File: src/rtl/seven_seg_scan_driver_if.sv
// Signal bundle between the two-digit scan driver and its pattern source / display pins.
// The master supplies patterns and enable; the slave (driver) returns the scanned bus and a frame strobe.
interface seven_seg_scan_driver_if;
    logic       i_EN;
    logic [6:0] i_SEG0;
    logic [6:0] i_SEG1;
    logic       i_BLANK1;
    logic [6:0] o_SEG;
    logic       o_CA;
    logic       o_FRAME;
    logic       dbg_slot;

    // o_FRAME is a one-cycle strobe with no back-pressure: i_SEG0/i_SEG1/i_BLANK1
    // are sampled on the edge that closes the cycle where o_FRAME is high.
    modport master (
        output i_EN, i_SEG0, i_SEG1, i_BLANK1,
        input  o_SEG, o_CA, o_FRAME, dbg_slot
    );
    modport slave (
        input  i_EN, i_SEG0, i_SEG1, i_BLANK1,
        output o_SEG, o_CA, o_FRAME, dbg_slot
    );
endinterface

File: src/rtl/seven_seg_scan_driver.sv
// Two-digit multiplexed 7-segment scan driver with per-frame shadow latching and
// a blanking dead-time at the start of each digit slot. All outputs come from flops.
module seven_seg_scan_driver #(
    parameter int SCAN_DIV     = 6000,
    parameter int BLANK_CYCLES = 120,
    parameter bit SEG_ACT_LOW  = 1'b0
) (
    input  logic                    CLK,
    input  logic                    i_RST_N,
    seven_seg_scan_driver_if.slave  bus
);
    localparam int             CW        = (SCAN_DIV > 1) ? $clog2(SCAN_DIV) : 1;
    localparam logic [CW-1:0]  CNT_LAST  = CW'(SCAN_DIV - 1);
    localparam logic [CW-1:0]  CNT_BLANK = CW'(BLANK_CYCLES);
    localparam logic [6:0]     SEG_OFF   = SEG_ACT_LOW ? 7'h7F : 7'h00;

    typedef enum logic {SLOT0 = 1'b0, SLOT1 = 1'b1} slot_e;

    logic [1:0]    sync_q;
    logic          run;
    slot_e         slot_q, slot_d;
    logic [CW-1:0] cnt_q, cnt_d;
    logic [6:0]    sh0_q, sh0_d, sh1_q, sh1_d;
    logic          shb_q, shb_d;
    logic [6:0]    seg_q, seg_d;
    logic          ca_q, ca_d;
    logic          frame_q, frame_d;
    logic          active;
    logic [6:0]    lit;

    // Reset asserts asynchronously but the scan only starts two clocks after release.
    always_ff @(posedge CLK or negedge i_RST_N) begin
        if (!i_RST_N) sync_q <= 2'b00;
        else          sync_q <= {sync_q[0], 1'b1};
    end
    assign run = sync_q[1];

    always_ff @(posedge CLK or negedge i_RST_N) begin
        if (!i_RST_N) begin
            slot_q  <= SLOT0;
            cnt_q   <= '0;
            sh0_q   <= '0;
            sh1_q   <= '0;
            shb_q   <= 1'b0;
            seg_q   <= SEG_OFF;
            ca_q    <= 1'b0;
            frame_q <= 1'b0;
        end else begin
            slot_q  <= slot_d;
            cnt_q   <= cnt_d;
            sh0_q   <= sh0_d;
            sh1_q   <= sh1_d;
            shb_q   <= shb_d;
            seg_q   <= seg_d;
            ca_q    <= ca_d;
            frame_q <= frame_d;
        end
    end

    always_comb begin
        slot_d = slot_q;
        cnt_d  = cnt_q;
        sh0_d  = sh0_q;
        sh1_d  = sh1_q;
        shb_d  = shb_q;
        lit    = 7'h00;
        active = run && bus.i_EN;

        if (!run) begin
            slot_d = SLOT0;
            cnt_d  = '0;
            sh0_d  = '0;
            sh1_d  = '0;
            shb_d  = 1'b0;
        end else if (!bus.i_EN) begin
            // Parked: shadows track the inputs so re-enable shows live values at once.
            slot_d = SLOT0;
            cnt_d  = '0;
            sh0_d  = bus.i_SEG0;
            sh1_d  = bus.i_SEG1;
            shb_d  = bus.i_BLANK1;
        end else if (cnt_q == CNT_LAST) begin
            cnt_d  = '0;
            slot_d = (slot_q == SLOT0) ? SLOT1 : SLOT0;
            if (slot_q == SLOT1) begin
                sh0_d = bus.i_SEG0;
                sh1_d = bus.i_SEG1;
                shb_d = bus.i_BLANK1;
            end
        end else begin
            cnt_d = cnt_q + 1'b1;
        end

        // Outputs are computed from the next position so they line up with slot/cnt.
        if (active && (cnt_d >= CNT_BLANK)) begin
            if (slot_d == SLOT0)  lit = sh0_d;
            else if (!shb_d)      lit = sh1_d;
        end
        seg_d   = lit ^ {7{SEG_ACT_LOW}};
        ca_d    = active && (slot_d == SLOT1);
        frame_d = active && (slot_d == SLOT1) && (cnt_d == CNT_LAST);
    end

    assign bus.o_SEG    = seg_q;
    assign bus.o_CA     = ca_q;
    assign bus.o_FRAME  = frame_q;
    assign bus.dbg_slot = slot_q;
endmodule

File: src/flat_wrapper.sv
// flat-port wrapper written by rule: the top's interface ports become plain ports
module seven_seg_scan_driver_flat 
#(
    parameter int SCAN_DIV     = 6000,
    parameter int BLANK_CYCLES = 120,
    parameter bit SEG_ACT_LOW  = 1'b0
)
  (CLK, i_RST_N, bus_i_EN, bus_i_SEG0, bus_i_SEG1, bus_i_BLANK1, bus_o_SEG, bus_o_CA, bus_o_FRAME, bus_dbg_slot);
  seven_seg_scan_driver_if bus_i ();
  input  logic CLK;
  input  logic i_RST_N;
  input wire logic [$bits(bus_i.i_EN)-1:0] bus_i_EN;
  input wire logic [$bits(bus_i.i_SEG0)-1:0] bus_i_SEG0;
  input wire logic [$bits(bus_i.i_SEG1)-1:0] bus_i_SEG1;
  input wire logic [$bits(bus_i.i_BLANK1)-1:0] bus_i_BLANK1;
  output wire logic [$bits(bus_i.o_SEG)-1:0] bus_o_SEG;
  output wire logic [$bits(bus_i.o_CA)-1:0] bus_o_CA;
  output wire logic [$bits(bus_i.o_FRAME)-1:0] bus_o_FRAME;
  output wire logic [$bits(bus_i.dbg_slot)-1:0] bus_dbg_slot;
  assign bus_i.i_EN = bus_i_EN;
  assign bus_i.i_SEG0 = bus_i_SEG0;
  assign bus_i.i_SEG1 = bus_i_SEG1;
  assign bus_i.i_BLANK1 = bus_i_BLANK1;
  assign bus_o_SEG = bus_i.o_SEG;
  assign bus_o_CA = bus_i.o_CA;
  assign bus_o_FRAME = bus_i.o_FRAME;
  assign bus_dbg_slot = bus_i.dbg_slot;
  seven_seg_scan_driver #(.SCAN_DIV(SCAN_DIV), .BLANK_CYCLES(BLANK_CYCLES), .SEG_ACT_LOW(SEG_ACT_LOW)) u_core (.CLK(CLK), .i_RST_N(i_RST_N), .bus(bus_i));
endmodule
File: config.mk
export PLATFORM = sky130hd
export DESIGN_NAME = seven_seg_scan_driver_flat
export DESIGN_NICKNAME = d
export VERILOG_FILES = /design/src/rtl/seven_seg_scan_driver_if.sv /design/src/rtl/seven_seg_scan_driver.sv /design/src/flat_wrapper.sv
export SDC_FILE = /design/constraint.sdc
export NUM_CORES = 1
export LEC_CHECK = 0
export ABC_AREA = 1
export BUFFER_PORTS_ARGS = -buffer_cell sky130_fd_sc_hd__buf_2
export CORE_UTILIZATION = 35
export CTS_CLUSTER_SIZE = 12
export DETAILED_ROUTE_END_ITERATION = 6
export MAX_ROUTING_LAYER = met4
export PLACE_DENSITY = 0.55
export SYNTH_ARGS = -nofsm -noshare
export SYNTH_HDL_FRONTEND = slang
export SYNTH_SLANG_ARGS = --single-unit
export TNS_END_PERCENT = 30
File: constraint.sdc
create_clock -name CLK -period 1.9 [get_ports CLK]
set_input_delay 0.19 -clock CLK [delete_from_list [all_inputs] [get_ports CLK]]
set_output_delay 0.19 -clock CLK [all_outputs]
set_load 0.05 [all_outputs]
* After elaboration in Yosys (flattened, before gate mapping)
Cells that the tools add are included.
Widths: inputs -> output; s select.
** Cells by class
- Add/subtract/negate cells :: 1
- Magnitude comparators :: 1
- Equality and inequality tests :: 2
- Muxes and demuxes :: 22
- Reductions and logical operators :: 4
** Operators by type and width (number)
- $mux 7 :: 11
- $mux 13 :: 3
- $eq 13x13->1 const B :: 2
- $add 13x1->13 const B :: 1
- $ge 13x7->1 const B :: 1
- $mux 1 :: 8
- $logic_and 1x1->1 :: 4
** Word-level totals
- Register bits :: 40
- Output and inout port bits :: 10

* Depth between registers and ports, before layout
Gate-level depths: netlist of the first run.
- Depth in word-level cells :: 7
- Mapped depth :: 13
- Gate-level depth less buffers :: 12

* Worst setup path before layout of the first run
No wires, ideal clock.
- Kind :: flip-flop to flip-flop
- Start point :: register u_core.cnt_q[0]
- End point :: register u_core.seg_q[4] (netlist: u_core.bus.o_SEG[4])
- Arrival :: 1.545 ns
- Data required time :: 1.787 ns
- Slack :: 0.242 ns
- Cell stages (with the launch flop) :: 12
- Path through :: dfrtp_1 -> ha_1 -> nand3_2 -> nor2_4 -> nand3_4 -> buf_2 -> a21oi_2 -> nor2_2 -> nand2_1 -> nand2_1 -> nand2_1 -> inv_1
** On the way
- Cells in the longest elaborated chain, start to end :: 7
- Elaborated cells on any way between the ends :: 22
** RTL lines
- from (decl) :: RTL line seven_seg_scan_driver.sv:22 : logic [CW-1:0] cnt_q, cnt_d;
- from (signal assigned) :: RTL line seven_seg_scan_driver.sv:50 : cnt_q <= cnt_d;
- $eq 13x13->1 :: RTL line seven_seg_scan_driver.sv:82 : end else if (cnt_q == CNT_LAST) begin
- $mux 7 :: RTL line seven_seg_scan_driver.sv:82
- $mux 7 :: RTL line seven_seg_scan_driver.sv:75 : end else if (!bus.i_EN) begin
- $mux 7 :: RTL line seven_seg_scan_driver.sv:69 : if (!run) begin
- via u_core.sh1_d[4] :: RTL line seven_seg_scan_driver.sv:23 : logic [6:0] sh0_q, sh0_d, sh1_q, sh1_d;
- $mux 7 :: RTL line seven_seg_scan_driver.sv:97 : else if (!shb_d) lit = sh1_d;
- $mux 7 :: RTL line seven_seg_scan_driver.sv:96 : if (slot_d == SLOT0) lit = sh0_d;
- $mux 7 :: RTL line seven_seg_scan_driver.sv:95 : if (active && (cnt_d >= CNT_BLANK)) begin
- via u_core.lit[4] :: RTL line seven_seg_scan_driver.sv:29 : logic [6:0] lit;
- to (signal assigned) :: RTL line seven_seg_scan_driver.sv:54 : seg_q <= seg_d;
- to (decl) :: RTL line seven_seg_scan_driver.sv:25 : logic [6:0] seg_q, seg_d;
The timed path passes the listed nets, and every way through them passes these cells.

* Worst setup path after layout of the first run
- Start point :: register u_core.cnt_q[1]
- End point :: register u_core.seg_q[3] (netlist: u_core.bus.o_SEG[3])
** On the way
- Cells in the longest elaborated chain, start to end :: 7
- Elaborated cells on any way between the ends :: 22
** RTL lines (RTL line)
- $add 13x1->13 or $eq 13x13->1 (tied branches) :: seven_seg_scan_driver.sv:91, seven_seg_scan_driver.sv:82
- $mux 13 (*) :: seven_seg_scan_driver.sv:82
- $mux 13 (*) :: seven_seg_scan_driver.sv:75
- $mux 13 (*) :: seven_seg_scan_driver.sv:69
- via u_core.cnt_d[10] :: seven_seg_scan_driver.sv:22
- $ge 13x7->1 (*) :: seven_seg_scan_driver.sv:95
- $logic_and 1x1->1 (*) :: seven_seg_scan_driver.sv:95
- $mux 7 (*) :: seven_seg_scan_driver.sv:95
- via u_core.lit[3] :: seven_seg_scan_driver.sv:29
Mark *: on every way through the listed nets, which the timed path passes. The rest lies on a longest branch.

==> impl_metrics.csv, run 1 <==
group,metric,value,unit
route,final_antenna_net_count,0,
place,place_congestion,0.850,
sta,fin_skew,0.0110,ns
sta,slew_violations,0,
sta,finalCritPeriodShare,98.9,%
sta,grt_setup_unrepaired,"true",
setup_path,path_class,"reg2reg",
sta,holdWs,0.140,ns
finish,area_delta_synth_final,20.6,%
synth,ys_ff_latch,40,
grt,antenna_found_initial,0,
setup_path,endpoint_kind,"register",
sta,setup_violations,0,
cts,clk_path_buf_depth,2,
cts,clk_pin_slew,0.08,ns
setup_path,critPathLaunchType,"register",
sta,hold_violations,0,
grt,grt_use_total,16.6,%
route,routedWlPerCell,12.4,microns
route,drtPass1Iterations,4,
synth,netlist_instances,279,
sta,max_freq,0.532,GHz
die,start_util,36.5,%
grt,grt_start_max_net_pins,25,
route,dr_total_vias,1830,
route,dr.first_iter.drc_count,96,
synth,yosysSeqAreaShare,46.3,%
synth,syn-mean-instance-area,7.74,sq um
grt,grt_pass1_vias,1682,
finish,drive_gt1_share,27.1,%
finish,fin_area,2610,sq um
hold_path,min_path_type,"in2reg",
die,io_pins,28,
outcome,status,"complete, no violations",
die,rows,28,
flow_run,maxCapViolations,0,
die,core_area,5920,sq um
synth,yosysWarnings,0,
synth,ys_types,25,
die,dieWidth,80.6,microns
die,die_area,6490,sq um
grt,globalRouteOverflowTotal,0,
place,place_hpwl,3470,microns
grt,grt_first_pass_wirelength,7860,microns
setup_path,worstPathArrival,2.07,ns
place,io_buffers,27,
power_and_ir_drop,cellPowerDensity,660,nW/um^2
sta,tns,0,ns
place,dpl_cell_area,2420,sq um
cts,clk_latency,0.29,ns
cts,cts.sinks,40,
finish,most-common-layout-cells,"63 x nand2_1, 48 x inv_1, 39 x dfrtp_1",
setup_path,crit_fanout,7,
route,drc,0,
finish,antenna_cells,0,
die,die_h,80.6,microns
cts,clockRootBuffer,"clkbuf_8",
sta,min_period,1.88,ns
power_and_ir_drop,cellLeakagePower,1.44,nW
power_and_ir_drop,vdd_drop_max,0.274,mV
cts,ctsHtreeMaxLevel,2,
setup_path,required,2.09,ns
synth,synth_area,2160,sq um
synth,syn_nets,298,
cts,cts_tree,"yes",
finish,final_common_cell,"nand2_1",
cts,cts_buffers,5,
route,drt_wl_total,4850,microns
route,via_per_inst,4.67,
finish,nNetsFinal,335,
[per-layer routing]
layer	share of wire, %	vias to the layer above	global-route usage (%)
li1	-	941	-
met1	50	842	23.2
met2	44	42	24.6
met3	4.5	5	3.18
met4	0.70	0	4.29
met5	0	-	-
[sequential cells by signal (all words and copies together), names as in the netlist]
signal	flops
u_core.sh0_q	7
u_core.bus.dbg_slot	1
u_core.sync_q	2
u_core.sh1_q	7
u_core.bus.o_FRAME	1
u_core.shb_q	1
u_core.bus.o_CA	1
u_core.cnt_q	13
u_core.bus.o_SEG	7
[final cells by class]
class                           count  area (sq um)
Fill cell                         626          3320
Sequential cell                    40          1000
Multi-Input combinational cell    181           977
Timing Repair Buffer               38           236
Inverter                           50           188
Tap cell                           75          93.8
Clock buffer                        6          72.6
Clock inverter                      2          35.0
[what timing repair did]
item | CTS | global route
gates resized for setup | 0 | 18
setup endpoints to repair | 0 | 7
hold endpoints to repair | 13 | 0
buffers inserted | 0 | 2
hold buffers | 1 | 0
[report_power, final]
| part | switching, mW | leakage (nW) | internal, mW |
|---|---|---|---|
| Clock | 0.289 | 0.0552 | 0.390 |
| Sequential | 0.00712 | 0.537 | 0.875 |
| Combinational | 0.0973 | 0.844 | 0.0596 |
[path summary, 6_finish.rpt]
path | startpoint | end | slack (ns) | depth (start not counted)
min in group asynchronous | i_RST_N | u_core.sh0_q[3]$_DFF_PN0_ | 0.34 | 2
max in group asynchronous | i_RST_N | u_core.cnt_q[9]$_DFF_PN0_ | 1.04 | 3
setup reg to reg | u_core.cnt_q[1]$_DFF_PN0_ | u_core.bus.o_SEG[3]$_DFF_PN0_ | 0.02 | 12
hold reg to reg | u_core.sync_q[0]$_DFF_PN0_ | u_core.sync_q[1]$_DFF_PN0_ | 0.35 | 0
hold / removal | bus_i_BLANK1 | u_core.shb_q$_DFF_PN0_ | 0.14 | 3
setup / recovery | u_core.cnt_q[1]$_DFF_PN0_ | u_core.bus.o_SEG[3]$_DFF_PN0_ | 0.02 | 12
[critical path: stages, from the launching register on]
cell     delay (ns)
dfrtp_1        0.38
ha_2           0.21
buf_6          0.11
nand2_4        0.05
nor2_4         0.18
nand2_2        0.10
nor2_4         0.14
xnor2_2        0.14
nor2_2         0.08
nor2_2         0.16
nand2_4        0.12
nand2_2        0.07
inv_1          0.04
[cell families (layout without fill, tap and decap cells)]
family | count (synthesis) | in the layout | share of synthesized area, %
xor+xnor | 1 | 1 | 0.406
buf+inv | 58 | 96 | 10.7
simple gates | 163 | 163 | 37.9
flops | 40 | 40 | 46.3
other cells | 1 | 1 | 0.174
compound gates | 15 | 15 | 3.82
fa+ha+maj | 1 | 1 | 0.579
[synth_stat cells (all sizes together)]
| library cell | n | area [sq um] |
|---|---|---|
| buf | 7 | 40.0 |
| conb | 1 | 3.75 |
| inv | 50 | 188 |
| o21ai | 2 | 10.0 |
| nand3b | 2 | 15.0 |
| nand4 | 11 | 68.8 |
| dfrtp | 40 | 1000 |
| xnor2 | 1 | 8.76 |
| nor2 | 36 | 180 |
| nor3 | 2 | 10.0 |
| clkbuf | 1 | 3.75 |
| and3 | 7 | 43.8 |
| nand2 | 75 | 292 |
| ha | 1 | 12.5 |
| nand3 | 30 | 210 |
| a21oi | 13 | 72.6 |
[stage by stage]
stage	total power, mW	util [%]	std cells	setup slack [ns]
global route	1.79	44.0	392	-0.120
floorplan	0.990	-	279	0.242
detailed placement	1.05	40.8	381	0.0714
global placement	1.05	40.8	381	0.0699
finish	1.72	44.0	392	0.0215
CTS	1.74	42.8	390	0.0472
No activity file was read; power rests on OpenSTA's default activity.
==> inputs of run 2 (changes only) <==
--- a/config.mk
+++ b/config.mk
@@ -8,11 +8,13 @@
 export ABC_AREA = 1
 export BUFFER_PORTS_ARGS = -buffer_cell sky130_fd_sc_hd__buf_2
 export CORE_UTILIZATION = 35
+export CTS_BUF_LIST = sky130_fd_sc_hd__clkbuf_4
 export CTS_CLUSTER_SIZE = 12
 export DETAILED_ROUTE_END_ITERATION = 6
 export MAX_ROUTING_LAYER = met4
 export PLACE_DENSITY = 0.55
+export SETUP_SLACK_MARGIN = 0.4
 export SYNTH_ARGS = -nofsm -noshare
 export SYNTH_HDL_FRONTEND = slang
 export SYNTH_SLANG_ARGS = --single-unit
-export TNS_END_PERCENT = 30
+export TNS_END_PERCENT = 10
==> run 2 against run 1 <==
Maximum frequency increased by 8.4%. Clock skew rose by 0.0058 ns. Register-to-register slack better by 0.15 ns. Die area unchanged. Clock power is 18% lower. Highest routed layer unchanged. Total power down 6.6%.
==> impl_metrics.csv, run 2 (same netlist as run 1, synthesis figures left out) <==
group,metric,value,unit
setup_path,ff2ff_setup_slack,0.17,ns
cts,clk_latency,0.36,ns
finish,area_delta_synth_final,26.1,%
die,dieWidth,80.6,microns
power_and_ir_drop,p_int,1.21,mW
sta,max_freq,0.577,GHz
sta,min_period,1.73,ns
die,start_util,36.5,%
finish,fin_area,2720,sq um
setup_path,timing.rr.start,"u_core.cnt_q[0]$_DFF_PN0_",
die,core_area,5920,sq um
setup_path,path_class,"reg2reg",
die,die_area,6490,sq um
finish,largest_register_ffs,13,
finish,final_common_cell,"nand2_1",
finish,multiInputGateArea,1040,sq um
setup_path,worstPathArrival,1.99,ns
setup_path,crit_fanout,7,
die,die_h,80.6,microns
power_and_ir_drop,pwr-share-comb,10.5,%
place,place_hpwl,3500,microns
route,routedWlPerCell,12.4,microns
finish,antenna_cells,0,
sta,tns,0,ns
die,io_pins,28,
route,dr_total_vias,1903,
grt,grt_start_max_net_pins,41,
cts,clockRootBuffer,"clkbuf_4",
sta,setup_violations,0,
place,place_congestion,0.890,
cts,cts_tree,"yes",
sta,slew_violations,0,
setup_path,rr_worst_depth,11,
grt,grt_pass1_vias,1715,
setup_path,r2r_end,"u_core.bus.o_SEG[6]$_DFF_PN0_",
setup_path,critPathLaunchType,"register",
route,final_antenna_net_count,0,
sta,grt_setup_unrepaired,"true",
hold_path,min_path_type,"in2reg",
power_and_ir_drop,power.switching,0.394,mW
sta,fin_skew,0.0168,ns
power_and_ir_drop,netSwitchingFraction,24.6,%
route,via_per_inst,4.71,
cts,ctsHtreeMaxLevel,2,
route,drtPass1Iterations,4,
finish,nNetsFinal,347,
flow_run,maxCapViolations,0,
power_and_ir_drop,seqPwrFrac,55.0,%
setup_path,required,2.16,ns
cts,clk_path_buf_depth,2,
power_and_ir_drop,cellLeakagePower,1.48,nW
power_and_ir_drop,vdd_drop_max,0.291,mV
setup_path,endpoint_kind,"register",
sta,hold_violations,0,
finish,largest_register,"u_core.cnt_q",
cts,clk_pin_slew,0.12,ns
power_and_ir_drop,p_clk_share,34.5,%
grt,grt_use_total,17.5,%
route,drc,0,
cts,cts_buffers,5,
grt,grt_first_pass_wirelength,8340,microns
hold_path,hold_depth,3,
hold_path,min_from,"bus_i_SEG1[5]",
finish,drive_gt1_share,31.0,%
outcome,status,"complete, no violations",
grt,antenna_found_initial,0,
power_and_ir_drop,cellPowerDensity,590,nW/um^2
cts,cts.sinks,40,
route,dr.first_iter.drc_count,101,
place,io_buffers,27,
sta,finalCritPeriodShare,91.2,%
place,dpl_cell_area,2430,sq um
finish,fillers,617,
hold_path,hold_end,"u_core.sh1_q[5]$_DFF_PN0_",
grt,globalRouteOverflowTotal,0,
finish,most-common-layout-cells,"65 x nand2_1, 49 x inv_1, 40 x dfrtp_1",
route,drt_wl_total,4990,microns
die,rows,28,
finish,seq_area,1000,sq um
==> run 2: cell types whose count changed in the layout (fill, tap and decap cells not counted), sizes merged <==
| cell | previous run | this run |
|---|---|---|
| clkinv | 1 | 2 |
| buf | 37 | 49 |
| clkbuf | 6 | 5 |
==> run 2: critical path: stages, from the launching register on <==
cell	delay, ns
dfrtp_1	0.41
ha_4	0.17
nand2_2	0.08
nor2_4	0.20
nand2_4	0.09
nor2_4	0.12
xnor2_2	0.14
nor2_2	0.07
nor2_2	0.12
nand2_4	0.10
nand2_1	0.09
inv_1	0.04
==> run 2: stage by stage <==
stage | setup WS (ns) | total power, mW | hold slack [ns] | utilization, % | cells
final | 0.168 | 1.61 | 0.0887 | 46.0 | 404
after CTS | 0.201 | 1.62 | 0.0791 | 44.9 | 399
after global routing | 0.0341 | 1.69 | 0.0794 | 46.0 | 404
after floorplan | 0.271 | 0.992 | -0.106 | - | 279
after global placement | 0.0497 | 1.06 | 0.178 | 41.1 | 381
after detailed placement | 0.0495 | 1.06 | 0.180 | 41.1 | 381
==> run 2: repair_timing <==
action	in CTS	in global routing
resized for setup	18	6
hold buffers	1	0
pin swaps	8	5
setup endpoints to repair	33	30
setup buffers	9	5
hold endpoints to repair	40	0
==> run 2: how the worst max path moves through the flow <==
stage / from / end / slack (ns) / cells after the start
4_1_cts: u_core.cnt_q[1]$_DFF_PN0_ / u_core.bus.o_SEG[6]$_DFF_PN0_ / 0.20 / 11
3_5_place_dp: u_core.cnt_q[0]$_DFF_PN0_ / u_core.bus.o_SEG[6]$_DFF_PN0_ / 0.05 / 12
3_3_place_gp: u_core.cnt_q[0]$_DFF_PN0_ / u_core.bus.o_SEG[6]$_DFF_PN0_ / 0.05 / 12
2_1_floorplan: u_core.cnt_q[0]$_DFF_PN0_ / u_core.bus.o_SEG[0]$_DFF_PN0_ / 0.27 / 11
5_1_grt: u_core.cnt_q[1]$_DFF_PN0_ / u_core.bus.o_SEG[2]$_DFF_PN0_ / 0.03 / 11
6_report: u_core.cnt_q[0]$_DFF_PN0_ / u_core.bus.o_SEG[6]$_DFF_PN0_ / 0.17 / 11
==> run 2: per-layer routing <==
metal  up-vias  part of all wire, %  GRT usage [%]
met4         0                 0.76           4.82
met3         4                  3.6           3.41
li1        963                    -              -
met2        38                   44           25.1
met1       898                   52           24.9
met5         -                    0              -
==> run 2: cell type report <==
class / instances / area share (%)
multi-input cells: 181 / 38.0
well taps: 75 / 3.45
repair buffers: 50 / 12.1
clock inverters: 3 / 1.38
clock buffers: 5 / 1.38
inverters: 50 / 6.89
flip-flops and latches: 40 / 36.7
==> run 2: power by group through the flow <==
stage	registers [mW]	clock network [mW]	logic, mW
after CTS	0.884	0.574	0.166
after floorplan	0.899	0	0.0926
after detailed placement	0.900	0	0.160
after global routing	0.886	0.611	0.191
after global placement	0.898	0	0.159
final	0.884	0.554	0.168
==> inputs of run 3 (changes only) <==
--- a/config.mk
+++ b/config.mk
@@ -6,14 +6,16 @@
 export NUM_CORES = 1
 export LEC_CHECK = 0
 export ABC_AREA = 1
-export BUFFER_PORTS_ARGS = -buffer_cell sky130_fd_sc_hd__buf_2
+export ABC_CLOCK_PERIOD_IN_PS = 1900
 export CORE_UTILIZATION = 35
 export CTS_BUF_LIST = sky130_fd_sc_hd__clkbuf_4
 export CTS_CLUSTER_SIZE = 12
 export DETAILED_ROUTE_END_ITERATION = 6
+export DONT_BUFFER_PORTS = 1
 export MAX_ROUTING_LAYER = met4
-export PLACE_DENSITY = 0.55
+export PLACE_DENSITY = 0.51
 export SETUP_SLACK_MARGIN = 0.4
+export SLEW_MARGIN = 15
 export SYNTH_ARGS = -nofsm -noshare
 export SYNTH_HDL_FRONTEND = slang
 export SYNTH_SLANG_ARGS = --single-unit
==> run 3 against run 2 <==
Final area shrank 3.3%. Register-to-register slack lost 0.02 ns. Critical path depth is the same. Flip-flop and latch count is the same. Final cell count shrank 6.2%. Combinational power shrank 7%. Sequential share of layout area grew 1.3 points. Maximum frequency shrank 0.97%. Via count shrank 6.0%. Clock skew shrank 0.0014 ns. Die area is the same. Critical path type unchanged. Largest cell class unchanged. Highest routed layer unchanged.
==> impl_metrics.csv, run 3 (same netlist as run 1, synthesis figures left out) <==
group,metric,value,unit
finish,antenna_cells,0,
die,core_area,5920,sq um
die,start_util,36.5,%
setup_path,max_stage_delay,0.43,ns
setup_path,ff2ff_setup_slack,0.15,ns
finish,nNetsFinal,322,
setup_path,slowest_stage,"dfrtp_1",
sta,hold_violations,0,
cts,clk_latency,0.35,ns
setup_path,crit_family,"simple AND/OR/NAND/NOR gates",
setup_path,cp_cell_sequence,"ha_4, nand3_4, nor2_4, nand3_4, clkbuf_16, a21oi_1, nor2_2, nand2_1, nand2_1, nand2_1, inv_1",
sta,setup_ws,0.151,ns
cts,cts.sinks,40,
grt,antenna_found_initial,0,
place,place_congestion,0.797,
place,io_buffers,0,
setup_path,path_class,"reg2reg",
cts,ctsHtreeMaxLevel,2,
cts,clk_pin_slew,0.11,ns
die,die_area,6490,sq um
finish,final_common_cell,"nand2_1",
sta,grt_setup_unrepaired,"true",
setup_path,timing.rr.start,"u_core.cnt_q[0]$_DFF_PN0_",
cts,cts_tree,"yes",
setup_path,endpoint_kind,"register",
power_and_ir_drop,cellPowerDensity,552,nW/um^2
grt,grt_first_pass_wirelength,8020,microns
route,drc,0,
setup_path,cp_num_buf_inv,2,
sta,fin_skew,0.0153,ns
setup_path,critPathLaunchType,"register",
die,io_pins,28,
grt,globalRouteOverflowTotal,0,
route,via_per_inst,4.72,
sta,setup_violations,0,
place,pre_cts_ws,0.0591,ns
die,dieWidth,80.6,microns
grt,grt_pass1_vias,1626,
sta,finalCritPeriodShare,92.1,%
route,routedWlPerCell,12.8,microns
cts,clockRootBuffer,"clkbuf_4",
setup_path,rr_worst_depth,11,
setup_path,crit_path_end,"u_core.bus.o_SEG[0]$_DFF_PN0_",
route,final_antenna_net_count,0,
place,place_hpwl,3370,microns
die,die_h,80.6,microns
grt,grt_start_max_net_pins,41,
die,rows,28,
setup_path,worstPathArrival,2.00,ns
route,drt_wl_total,4870,microns
setup_path,cpMostUsedCell,"nand2_1",
sta,slew_violations,0,
finish,most-common-layout-cells,"62 x nand2_1, 49 x inv_1, 40 x dfrtp_1",
power_and_ir_drop,vdd_drop_max,0.328,mV
route,drtPass1Iterations,4,
route,dr_total_vias,1788,
cts,clk_path_buf_depth,2,
outcome,status,"complete, no violations",
flow_run,maxCapViolations,0,
sta,tns,0,ns
grt,grt_use_total,16.7,%
setup_path,critical_path_depth,11,
setup_path,crit_path_start,"u_core.cnt_q[0]$_DFF_PN0_",
finish,drive_gt1_share,25.7,%
hold_path,min_path_type,"in2reg",
setup_path,r2r_end,"u_core.bus.o_SEG[0]$_DFF_PN0_",
finish,largest_register,"u_core.cnt_q",
setup_path,crit_fanout,7,
finish,final_cells,379,
route,dr.first_iter.drc_count,121,
sta,max_freq,0.572,GHz
power_and_ir_drop,cellLeakagePower,1.36,nW
finish,area_delta_synth_final,22.0,%
place,dp.cells,354,
setup_path,required,2.15,ns
finish,final_util,44.5,%
finish,largest_register_ffs,13,
sta,min_period,1.75,ns
cts,cts_buffers,5,
run 3: through the flow:
stage | power, mW | instance area, sq um | hold WS, ns
floorplan | 0.992 | 2180 | -0.106
global placement | 1.01 | 2280 | -0.104
detailed placement | 1.01 | 2280 | -0.104
CTS | 1.47 | 2520 | 0.00136
global route | 1.53 | 2630 | 0.00902
finish | 1.45 | 2630 | 0.0168
run 3: cell type report:
type / instances / area [sq um]
Sequential cell: 40 / 1000
Multi-Input combinational cell: 181 / 1040
Tap cell: 75 / 93.8
Inverter: 50 / 188
Clock buffer: 5 / 37.5
Fill cell: 591 / 3290
Clock inverter: 3 / 13.8
Timing Repair Buffer: 25 / 255
run 3: worst register-to-register path, cell delays in order (launching register included):
cell and delay [ns]:
dfrtp_1 0.43, ha_4 0.19, nand3_4 0.09, nor2_4 0.16, nand3_4 0.16, clkbuf_16 0.21, a21oi_1 0.15, nor2_2 0.06
nand2_1 0.06, nand2_1 0.05, nand2_1 0.06, inv_1 0.04
run 3: how the worst min path moves through the flow:
stage | from | endpoint | cells after the start
final | bus_i_SEG1[0] | u_core.sh1_q[0]$_DFF_PN0_ | 2
after global routing | bus_i_EN | u_core.sh1_q[4]$_DFF_PN0_ | 3
after CTS | bus_i_SEG1[2] | u_core.sh1_q[2]$_DFF_PN0_ | 2
after detailed placement | i_RST_N | u_core.cnt_q[8]$_DFF_PN0_ | 0
after global placement | i_RST_N | u_core.cnt_q[5]$_DFF_PN0_ | 0
after floorplan | i_RST_N | u_core.bus.dbg_slot$_DFF_PN0_ | 0
run 3: per-layer routing:
metal | part of all wire (%) | global-route usage [%] | up-vias
met3 | 4.6 | 3.18 | 6
met5 | 0 | - | -
met4 | 1.2 | 5.89 | 0
met2 | 43 | 21.9 | 43
li1 | - | - | 924
met1 | 51 | 25.2 | 815
run 3: power by group:
part / switching, mW / internal (mW)
Combinational: 0.0899 / 0.0668
Sequential: 0.00823 / 0.875
Clock: 0.278 / 0.136
Total: 0.376 / 1.08
run 3: what timing repair did:
| action | 4_1_cts | 5_1_grt |
|---|---|---|
| pin swaps | 6 | 8 |
| endpoints found under the setup margin | 32 | 34 |
| cloned | 0 | 1 |
| buffers inserted | 7 | 3 |
| hold buffers | 6 | 0 |
| gates resized for setup | 12 | 17 |
| hold endpoints to repair | 44 | 0 |
